[src/rtl/uart_mem_transfer_ctrl_pkg.sv]
// uart_mem_transfer_ctrl_pkg: controller state type and default widths
package uart_ctrl_pkg;
  localparam int DEFAULT_WORD_SIZE = 24;
  localparam int DEFAULT_ADDR_WIDTH = 8;
  typedef enum logic [2:0] {IDLE, RX_WAIT, TX_READ, TX_LATCH, TX_START, TX_ACK, DONE} ctrl_state_t;
endpackage

[src/rtl/uart_mem_transfer_ctrl_if.sv]
// uart_mem_transfer_ctrl_if: encoder/decoder word port plus single-port memory bus
interface uart_mem_transfer_ctrl_if
  import uart_ctrl_pkg::*;
#(
  parameter int WORD_SIZE = DEFAULT_WORD_SIZE,
  parameter int ADDR_WIDTH = DEFAULT_ADDR_WIDTH
);
  logic rxDone;
  logic [WORD_SIZE-1:0] dataToMem;
  logic txReady;
  logic txStart;
  logic [WORD_SIZE-1:0] dataFromMem;
  logic [ADDR_WIDTH-1:0] memAddr;
  logic memWrEn;
  logic [WORD_SIZE-1:0] memWrData;
  logic [WORD_SIZE-1:0] memRdData;
  modport master (
    input rxDone, dataToMem, txReady, memRdData,
    output txStart, dataFromMem, memAddr, memWrEn, memWrData
  );
  modport slave (
    output rxDone, dataToMem, txReady, memRdData,
    input txStart, dataFromMem, memAddr, memWrEn, memWrData
  );
endinterface

[src/rtl/uart_mem_transfer_ctrl_xfer_counter.sv]
// xfer_counter: loadable run address (incrementing, wraps) and remaining-word count
module xfer_counter
  import uart_ctrl_pkg::*;
#(
  parameter int ADDR_WIDTH = DEFAULT_ADDR_WIDTH
) (
  input  logic                  clk,
  input  logic                  rstN,
  input  logic                  load,
  input  logic                  step,
  input  logic [ADDR_WIDTH-1:0] baseAddr,
  input  logic [ADDR_WIDTH:0]   wordCount,
  output logic [ADDR_WIDTH-1:0] addr,
  output logic                  zero,
  output logic                  last
);
  logic [ADDR_WIDTH:0] count;
  // load on an accepted start, then advance one word per step
  always_ff @(posedge clk or negedge rstN)
    if (!rstN) begin
      addr <= '0;
      count <= '0;
    end else if (load) begin
      addr <= baseAddr;
      count <= wordCount;
    end else if (step) begin
      addr <= addr + 1'b1;
      count <= count - 1'b1;
    end
  assign zero = count == '0;
  assign last = count == (ADDR_WIDTH+1)'(1);
endmodule

[src/rtl/uart_mem_transfer_ctrl.sv]
// uart_mem_transfer_ctrl: UART word <-> memory run sequencer; UART_CTRL_CHECKSUM_EN adds a checksum output
module uart_mem_transfer_ctrl
  import uart_ctrl_pkg::*;
#(
  parameter int WORD_SIZE = DEFAULT_WORD_SIZE,
  parameter int ADDR_WIDTH = DEFAULT_ADDR_WIDTH
) (
  input  logic                  clk,
  input  logic                  rstN,
  input  logic                  startRx,
  input  logic                  startTx,
  input  logic [ADDR_WIDTH-1:0] baseAddr,
  input  logic [ADDR_WIDTH:0]   wordCount,
  output logic                  busy,
  output logic                  done,
`ifdef UART_CTRL_CHECKSUM_EN
  output logic [WORD_SIZE-1:0]  checksum,
`endif
  uart_mem_transfer_ctrl_if.master bus
);
  ctrl_state_t state, nextState;
  logic load, step, zero, last, wrAccept;
  logic [ADDR_WIDTH-1:0] addr;
  logic [WORD_SIZE-1:0] wrWord, txWord;

  xfer_counter #(.ADDR_WIDTH(ADDR_WIDTH)) counter (
    .clk(clk), .rstN(rstN), .load(load), .step(step), .baseAddr(baseAddr),
    .wordCount(wordCount), .addr(addr), .zero(zero), .last(last)
  );

  assign wrAccept = state == RX_WAIT && !zero && bus.rxDone;
  assign busy = state != IDLE;
  assign done = state == DONE;
  assign bus.txStart = state == TX_START && bus.txReady;
  assign bus.memWrData = wrWord;
  assign bus.dataFromMem = txWord;

  // state register
  always_ff @(posedge clk or negedge rstN)
    if (!rstN) state <= IDLE;
    else state <= nextState;

  // next state and counter control; startRx wins over a simultaneous startTx
  always_comb begin
    nextState = state;
    load = 1'b0;
    step = 1'b0;
    case (state)
      IDLE: begin
        load = startRx || startTx;
        nextState = startRx ? RX_WAIT : startTx ? TX_READ : IDLE;
      end
      RX_WAIT: begin
        step = wrAccept;
        nextState = zero ? DONE : RX_WAIT;
      end
      TX_READ: nextState = zero ? DONE : TX_LATCH;
      TX_LATCH: nextState = TX_START;
      TX_START: nextState = bus.txReady ? TX_ACK : TX_START;
      TX_ACK: begin
        step = !bus.txReady;
        nextState = bus.txReady ? TX_ACK : last ? DONE : TX_READ;
      end
      default: nextState = IDLE;
    endcase
  end

  // memory port and encoder word registers; memAddr leads TX_READ so read data lands in TX_LATCH
  always_ff @(posedge clk or negedge rstN)
    if (!rstN) begin
      bus.memWrEn <= 1'b0;
      bus.memAddr <= '0;
      wrWord <= '0;
      txWord <= '0;
    end else begin
      bus.memWrEn <= wrAccept;
      if (wrAccept) wrWord <= bus.dataToMem;
      if (state == TX_LATCH) txWord <= bus.memRdData;
      if (state == IDLE && startTx && !startRx) bus.memAddr <= baseAddr;
      else if (wrAccept) bus.memAddr <= addr;
      else if (state == TX_ACK && step) bus.memAddr <= addr + 1'b1;
    end

`ifdef UART_CTRL_CHECKSUM_EN
  // running sum of words written or sent in the current operation
  always_ff @(posedge clk or negedge rstN)
    if (!rstN) checksum <= '0;
    else if (load) checksum <= '0;
    else if (wrAccept) checksum <= checksum + bus.dataToMem;
    else if (bus.txStart) checksum <= checksum + txWord;
`endif
endmodule

[src/flat_wrapper.sv]
// flat-port wrapper written by rule: the top's interface ports become plain ports
module uart_mem_transfer_ctrl_flat import uart_ctrl_pkg::*;
#(
  parameter int WORD_SIZE = DEFAULT_WORD_SIZE,
  parameter int ADDR_WIDTH = DEFAULT_ADDR_WIDTH
)
  (clk, rstN, startRx, startTx, baseAddr, wordCount, busy, done, bus_rxDone, bus_dataToMem, bus_txReady, bus_memRdData, bus_txStart, bus_dataFromMem, bus_memAddr, bus_memWrEn, bus_memWrData);
  uart_mem_transfer_ctrl_if #(.WORD_SIZE(WORD_SIZE), .ADDR_WIDTH(ADDR_WIDTH)) bus_i ();
  input  logic clk;
  input  logic rstN;
  input  logic startRx;
  input  logic startTx;
  input  logic [ADDR_WIDTH-1:0] baseAddr;
  input  logic [ADDR_WIDTH:0] wordCount;
  output logic busy;
  output logic done;
  input wire logic [$bits(bus_i.rxDone)-1:0] bus_rxDone;
  input wire logic [$bits(bus_i.dataToMem)-1:0] bus_dataToMem;
  input wire logic [$bits(bus_i.txReady)-1:0] bus_txReady;
  input wire logic [$bits(bus_i.memRdData)-1:0] bus_memRdData;
  output wire logic [$bits(bus_i.txStart)-1:0] bus_txStart;
  output wire logic [$bits(bus_i.dataFromMem)-1:0] bus_dataFromMem;
  output wire logic [$bits(bus_i.memAddr)-1:0] bus_memAddr;
  output wire logic [$bits(bus_i.memWrEn)-1:0] bus_memWrEn;
  output wire logic [$bits(bus_i.memWrData)-1:0] bus_memWrData;
  assign bus_i.rxDone = bus_rxDone;
  assign bus_i.dataToMem = bus_dataToMem;
  assign bus_i.txReady = bus_txReady;
  assign bus_i.memRdData = bus_memRdData;
  assign bus_txStart = bus_i.txStart;
  assign bus_dataFromMem = bus_i.dataFromMem;
  assign bus_memAddr = bus_i.memAddr;
  assign bus_memWrEn = bus_i.memWrEn;
  assign bus_memWrData = bus_i.memWrData;
  uart_mem_transfer_ctrl #(.WORD_SIZE(WORD_SIZE), .ADDR_WIDTH(ADDR_WIDTH)) u_core (.clk(clk), .rstN(rstN), .startRx(startRx), .startTx(startTx), .baseAddr(baseAddr), .wordCount(wordCount), .busy(busy), .done(done), .bus(bus_i));
endmodule
[config.mk]
export PLATFORM = sky130hd
export DESIGN_NAME = uart_mem_transfer_ctrl_flat
export DESIGN_NICKNAME = d
export VERILOG_FILES = /design/src/rtl/uart_mem_transfer_ctrl_pkg.sv /design/src/rtl/uart_mem_transfer_ctrl_if.sv /design/src/rtl/uart_mem_transfer_ctrl_xfer_counter.sv /design/src/rtl/uart_mem_transfer_ctrl.sv /design/src/flat_wrapper.sv
export SDC_FILE = /design/constraint.sdc
export NUM_CORES = 1
export LEC_CHECK = 0
export CAP_MARGIN = 15
export CORE_MARGIN = 1.5
export CORE_UTILIZATION = 30
export DETAILED_ROUTE_END_ITERATION = 8
export GPL_ROUTABILITY_DRIVEN = 0
export HOLD_SLACK_MARGIN = 0.12
export SKIP_LAST_GASP = 1
export SYNTH_ARGS = -nofsm -noshare
export SYNTH_HDL_FRONTEND = slang
export SYNTH_HIERARCHICAL = 1
export SYNTH_SLANG_ARGS = --single-unit
[constraint.sdc]
create_clock -name clk -period 6.9 [get_ports clk]
set_input_delay 1.38 -clock clk [delete_from_list [all_inputs] [get_ports clk]]
set_output_delay 1.38 -clock clk [all_outputs]
set_load 0.05 [all_outputs]
# --- Yosys cells after proc, flatten, opt, wreduce, memory -nomap -nowiden ---
# Cells that the tools add are included.
# W data, S select, Z words.
classes:
  n_mul: 0
  n_bitwise: 0
  n_div: 0
  n_addsub: 2
  shift: 0
  mux: 17
  reduce_logical: 15
  eq_ne: 7
  magnitude_cmp: 0
op_table:
  columns: ["operator", "n"]
  rows:
  - ["$mux W8", 5]
  - ["$mux W9", 2]
  - ["$pmux W3 S6", 1]
  - ["$mux W3", 5]
  - ["$eq A3 B3 Y1 const B", 3]
  - ["$eq A9 B1 Y1 const B", 1]
  - ["$logic_not A9 Y1", 1]
  - ["$sub A9 B1 Y9 const B", 1]
  - ["$add A8 B1 Y8 const B", 1]
  - ["$eq A3 B2 Y1 const B", 2]
  - ["$logic_and A1 B1 Y1", 6]
  - ["$reduce_bool A3 Y1", 2]
  - ["$eq A3 B1 Y1 const B", 1]
  - ["$logic_not A1 Y1", 3]
  - ["$logic_not A3 Y1", 1]
  - ["$mux W1", 2]
  - ["$mux W2", 1]
  - ["$pmux W1 S2", 1]
  - ["$reduce_bool A2 Y1", 1]
  - ["$logic_or A1 B1 Y1", 1]
totals:
  ff_bits: 77
  latch_bits: 0
  n_memories: 0
  elab_cells: 48
  ram_bits: 0
  rom_bits: 0

# --- Depth between registers and ports, before layout ---
logic_depth:
  word_depth: 9
  depth_mapped: 10
  depth_no_buf: 9

# --- Cells and area by module ---
# The synthesis kept the hierarchy.
by_module_without_submodules:
  columns: ["mod", "area_per_inst_um2", "cells_each", "n_inst"]
  rows:
  - ["uart_mem_transfer_ctrl", 2655.0, 248, 1]
  - ["xfer_counter", 945.9, 102, 1]

# --- Least setup slack after synthesis ---
# Ideal clock, no wire load.
synth_timing:
  kind: "input to output"
  start: "input bus_txReady"
  end: "output bus_txStart"
  required_time_ps: 5520
  slack_ps: 2607
  arrival_ps: 2913
  cell_stages: 1
  cell_sequence: "nor4bb_1"
synth_via:
  elab_chain_len: 1
synth_lines:
  columns: ["element", "line", "source"]
  rows:
  - ["from (decl)", "flat_wrapper.sv:19", "input wire logic [$bits(bus_i.txReady)-1:0] bus_txReady;"]
  - ["$logic_and A1 B1 Y1", "uart_mem_transfer_ctrl.sv:34", "assign bus.txStart = state == TX_START && bus.txReady;"]
  - ["to (decl)", "flat_wrapper.sv:21", "output wire logic [$bits(bus_i.txStart)-1:0] bus_txStart;"]
# Every way passes these cells.

# --- Worst setup path after layout ---
# Same ends and word-level chain as after synthesis.

==> flow_summary.toml <==
[power]
power_density_mw_per_mm2 = 542.2
p_leak_uw = 0.002214
irDropWorstVdd_mv = 0.3299

[global_routing]
grt_usage_pct = 14.71
grt_pass1_wl_um = 14980
first_global_vias = 3088
grt_max_degree = 78
antenna_found_initial = 0
grt_overflow = 0

[routing]
wl_per_cell_um = 14.39
drc_errors = 12
ant_nets = 0
via_per_inst = 4.823
first_iter_violations = 205
vias = 3005
wirelength_um = 8963
dr.pass1.iters = 8

[yosys]
yosys_warnings = 6
synth-main-ff-cell = "dfrtp_1"
ys_seq_elements = 77
synth-seq-area-share_pct = 53.51
synthCells = 350
synth_top_family_by_area = "simple AND/OR/NAND/NOR gates"
synthSimpleGateAreaFrac_pct = 21.37
synth_fa_ha_area_share_pct = 1.390
ys_types = 48
synth_enable_flop_cells = 0
syn_avg_cell_area_um2 = 10.29
synthesis.nets = 425
ys_async_sr_fraction_pct = 100.0
synth_area_mm2 = 0.003601
synthMuxAreaShare_pct = 8.652
synth_compound_area_share_pct = 8.791
synthXorXnorAreaFrac_pct = 2.919

[floorplanning]
ioPinCount = 131
start_util_pct = 31.14
coreArea_mm2 = 0.01156
die_area_mm2 = 0.01267
num_rows = 39
die_h_um = 112.6
fp.dieW_um = 112.6

[critical_path]
worstPathArrival_ns = 3.06
crit_end = "bus_txStart"
cp-startpoint = "bus_txReady"
cp_max_fo = 3
worstPathRequired_ns = 5.52
r2r_slack_ns = 3.05
critPathKind = "input pin to output port"
crit_path_start_kind = "input pin"
r2r_cells = 9
critPathCaptureType = "output port"
timing.rr.end = "u_core/bus.memAddr[7]"
r2r-start = "u_core/counter/count[5]"

[sta]
fmax_mhz = 225.3
hold_ws_ns = 0.4774
rsz0062_at_grt = "no"
slew_headroom_pct = 29.13
final.setup.tns_ns = 0
fin_skew_ns = 0.007514
slew_violations = 0
setup_viol = 0
worst_pin_slew_ns = 1.061
fin_crit_ns = 4.438
fin_crit_sh_pct = 64.33
final-hold-violation-count = 0

[finish]
area_growth_pct = 47.12
n_fill_cell = 1108
drive_above_1_share_pct = 10.63
layout.nets = 551
antennaDiodeCount = 0

[clock_network]
clkTransAtPathRegs_ns = 0.05
cts_sinks = 77
cts_hold_buf = 0
cts_tree = "done"
h-tree-depth = 3
cts-root-buf = "clkbuf_16"
cts_buffer_depth = 2
clk_latency_ns = 0.33
cts_buffers = 9
post_cts_resized = 0
post-cts-setup-buffer-count = 0

[hold_path]
hp-class = "flop to flop"

[place]
numPortBuffers = 130
dp_hpwl_um = 6222

[status]
violations = "DRC"
status = "finished with violations"

[job]
drv_cap = 0
cells in the final DEF, fill, tap and decap left out, drive strengths merged, types with 7 or more instances in the layout:
master,instances
clkbuf,10
xor2,7
nand2,100
or4,8
o21ai,17
mux2,25
nor2,11
dfrtp,77
clkdlybuf4s50,129
nand3,12
how the worst min path moves through the flow:
stage	start	endpoint	slack, ns	cells past startpoint
final	u_core/bus.memWrData[18]	u_core/bus.memWrData[18]	0.48	2
after floorplan	u_core/counter/count[8]	u_core/counter/count[8]	0.52	2
after detailed placement	u_core/bus.memWrData[13]	u_core/bus.memWrData[13]	0.46	2
after global routing	u_core/bus.memWrData[14]	u_core/bus.memWrData[14]	0.50	2
after global placement	u_core/bus.memWrData[18]	u_core/bus.memWrData[18]	0.46	2
after CTS	u_core/bus.memWrData[13]	u_core/bus.memWrData[13]	0.48	2
metrics by stage:
step	power [uW]	util, %	cells	setup slack [ns]	area (um^2)
2_1_floorplan	1912	-	350	2.607	3601
3_3_place_gp	2400	43.16	607	2.529	4991
3_5_place_dp	2426	43.16	607	2.470	4991
4_1_cts	2902	45.68	622	2.466	5283
5_1_grt	3046	45.81	623	2.354	5298
6_report	2872	45.81	623	2.462	5298
cells by family after synthesis:
| kind of cell | after synthesis |
|---|---|
| xor+xnor | 12 |
| flops | 77 |
| mux | 28 |
| compound gates | 46 |
| buf+inv | 24 |
| simple gates | 159 |
| fa+ha+maj | 4 |
sequential cells by signal, indices dropped and copies added (netlist names):
register	count
u_core/bus.dataFromMem	24
u_core/counter/addr	8
u_core/counter/count	9
u_core/bus.memAddr	8
u_core/bus.memWrData	24
u_core/state	3
u_core/bus.memWrEn	1
critical path: stages:
cell	delay, ns
clkdlybuf4s50_1	0.51
nor4bb_1	0.31
clkdlybuf4s50_1	0.85
report_power, final:
group          internal (uW)  switching [uW]
logic                    569             964
clock network            279             185
registers                677             197
total                   1530            1350
cell usage after synthesis, types with 2 or more instances:
| library cell | n | area, um^2 |
|---|---|---|
| a211oi_1 | 4 | 30.03 |
| a21o_1 | 2 | 15.01 |
| a21oi_1 | 5 | 25.02 |
| a31oi_1 | 3 | 18.77 |
| and2_1 | 2 | 12.51 |
| buf_2 | 7 | 35.03 |
| buf_6 | 3 | 33.78 |
| clkbuf_1 | 6 | 22.52 |
| dfrtp_1 | 77 | 1927 |
| ha_1 | 4 | 50.05 |
| inv_1 | 5 | 18.77 |
| mux2_2 | 25 | 281.5 |
| mux2i_1 | 3 | 30.03 |
| nand2_1 | 100 | 375.4 |
| nand3_1 | 12 | 60.06 |
| nand3b_1 | 2 | 15.01 |
| nand4_1 | 6 | 37.54 |
| nor2_1 | 11 | 41.29 |
| nor3b_1 | 2 | 15.01 |
| nor4bb_1 | 2 | 20.02 |
| o211ai_1 | 4 | 30.03 |
| o21ai_0 | 13 | 65.06 |
| o21ai_1 | 4 | 20.02 |
| o31ai_1 | 5 | 37.54 |
| or3_1 | 3 | 18.77 |
| or4_1 | 8 | 60.06 |
| xnor2_1 | 5 | 43.79 |
| xor2_1 | 7 | 61.31 |
metal layers:
layer / global-route usage (%) / share of wire [%]
met5: 0 / 0
met1: 19.96 / 47
met2: 23.29 / 46
met4: 5.316 / 1.4
met3: 3.078 / 5.9
final cells by class:
cell class                      count  area, um^2  area share [%]
Clock buffer                       10       229.0           4.322
Clock inverter                      5       62.56           1.181
Inverter                            7       26.28          0.4960
Multi-Input combinational cell    249        1553           29.31
Sequential cell                    77        1927           36.37
Tap cell                          143       178.9           3.377
Timing Repair Buffer              132        1321           24.94
Power figures use the tool's default switching activity.
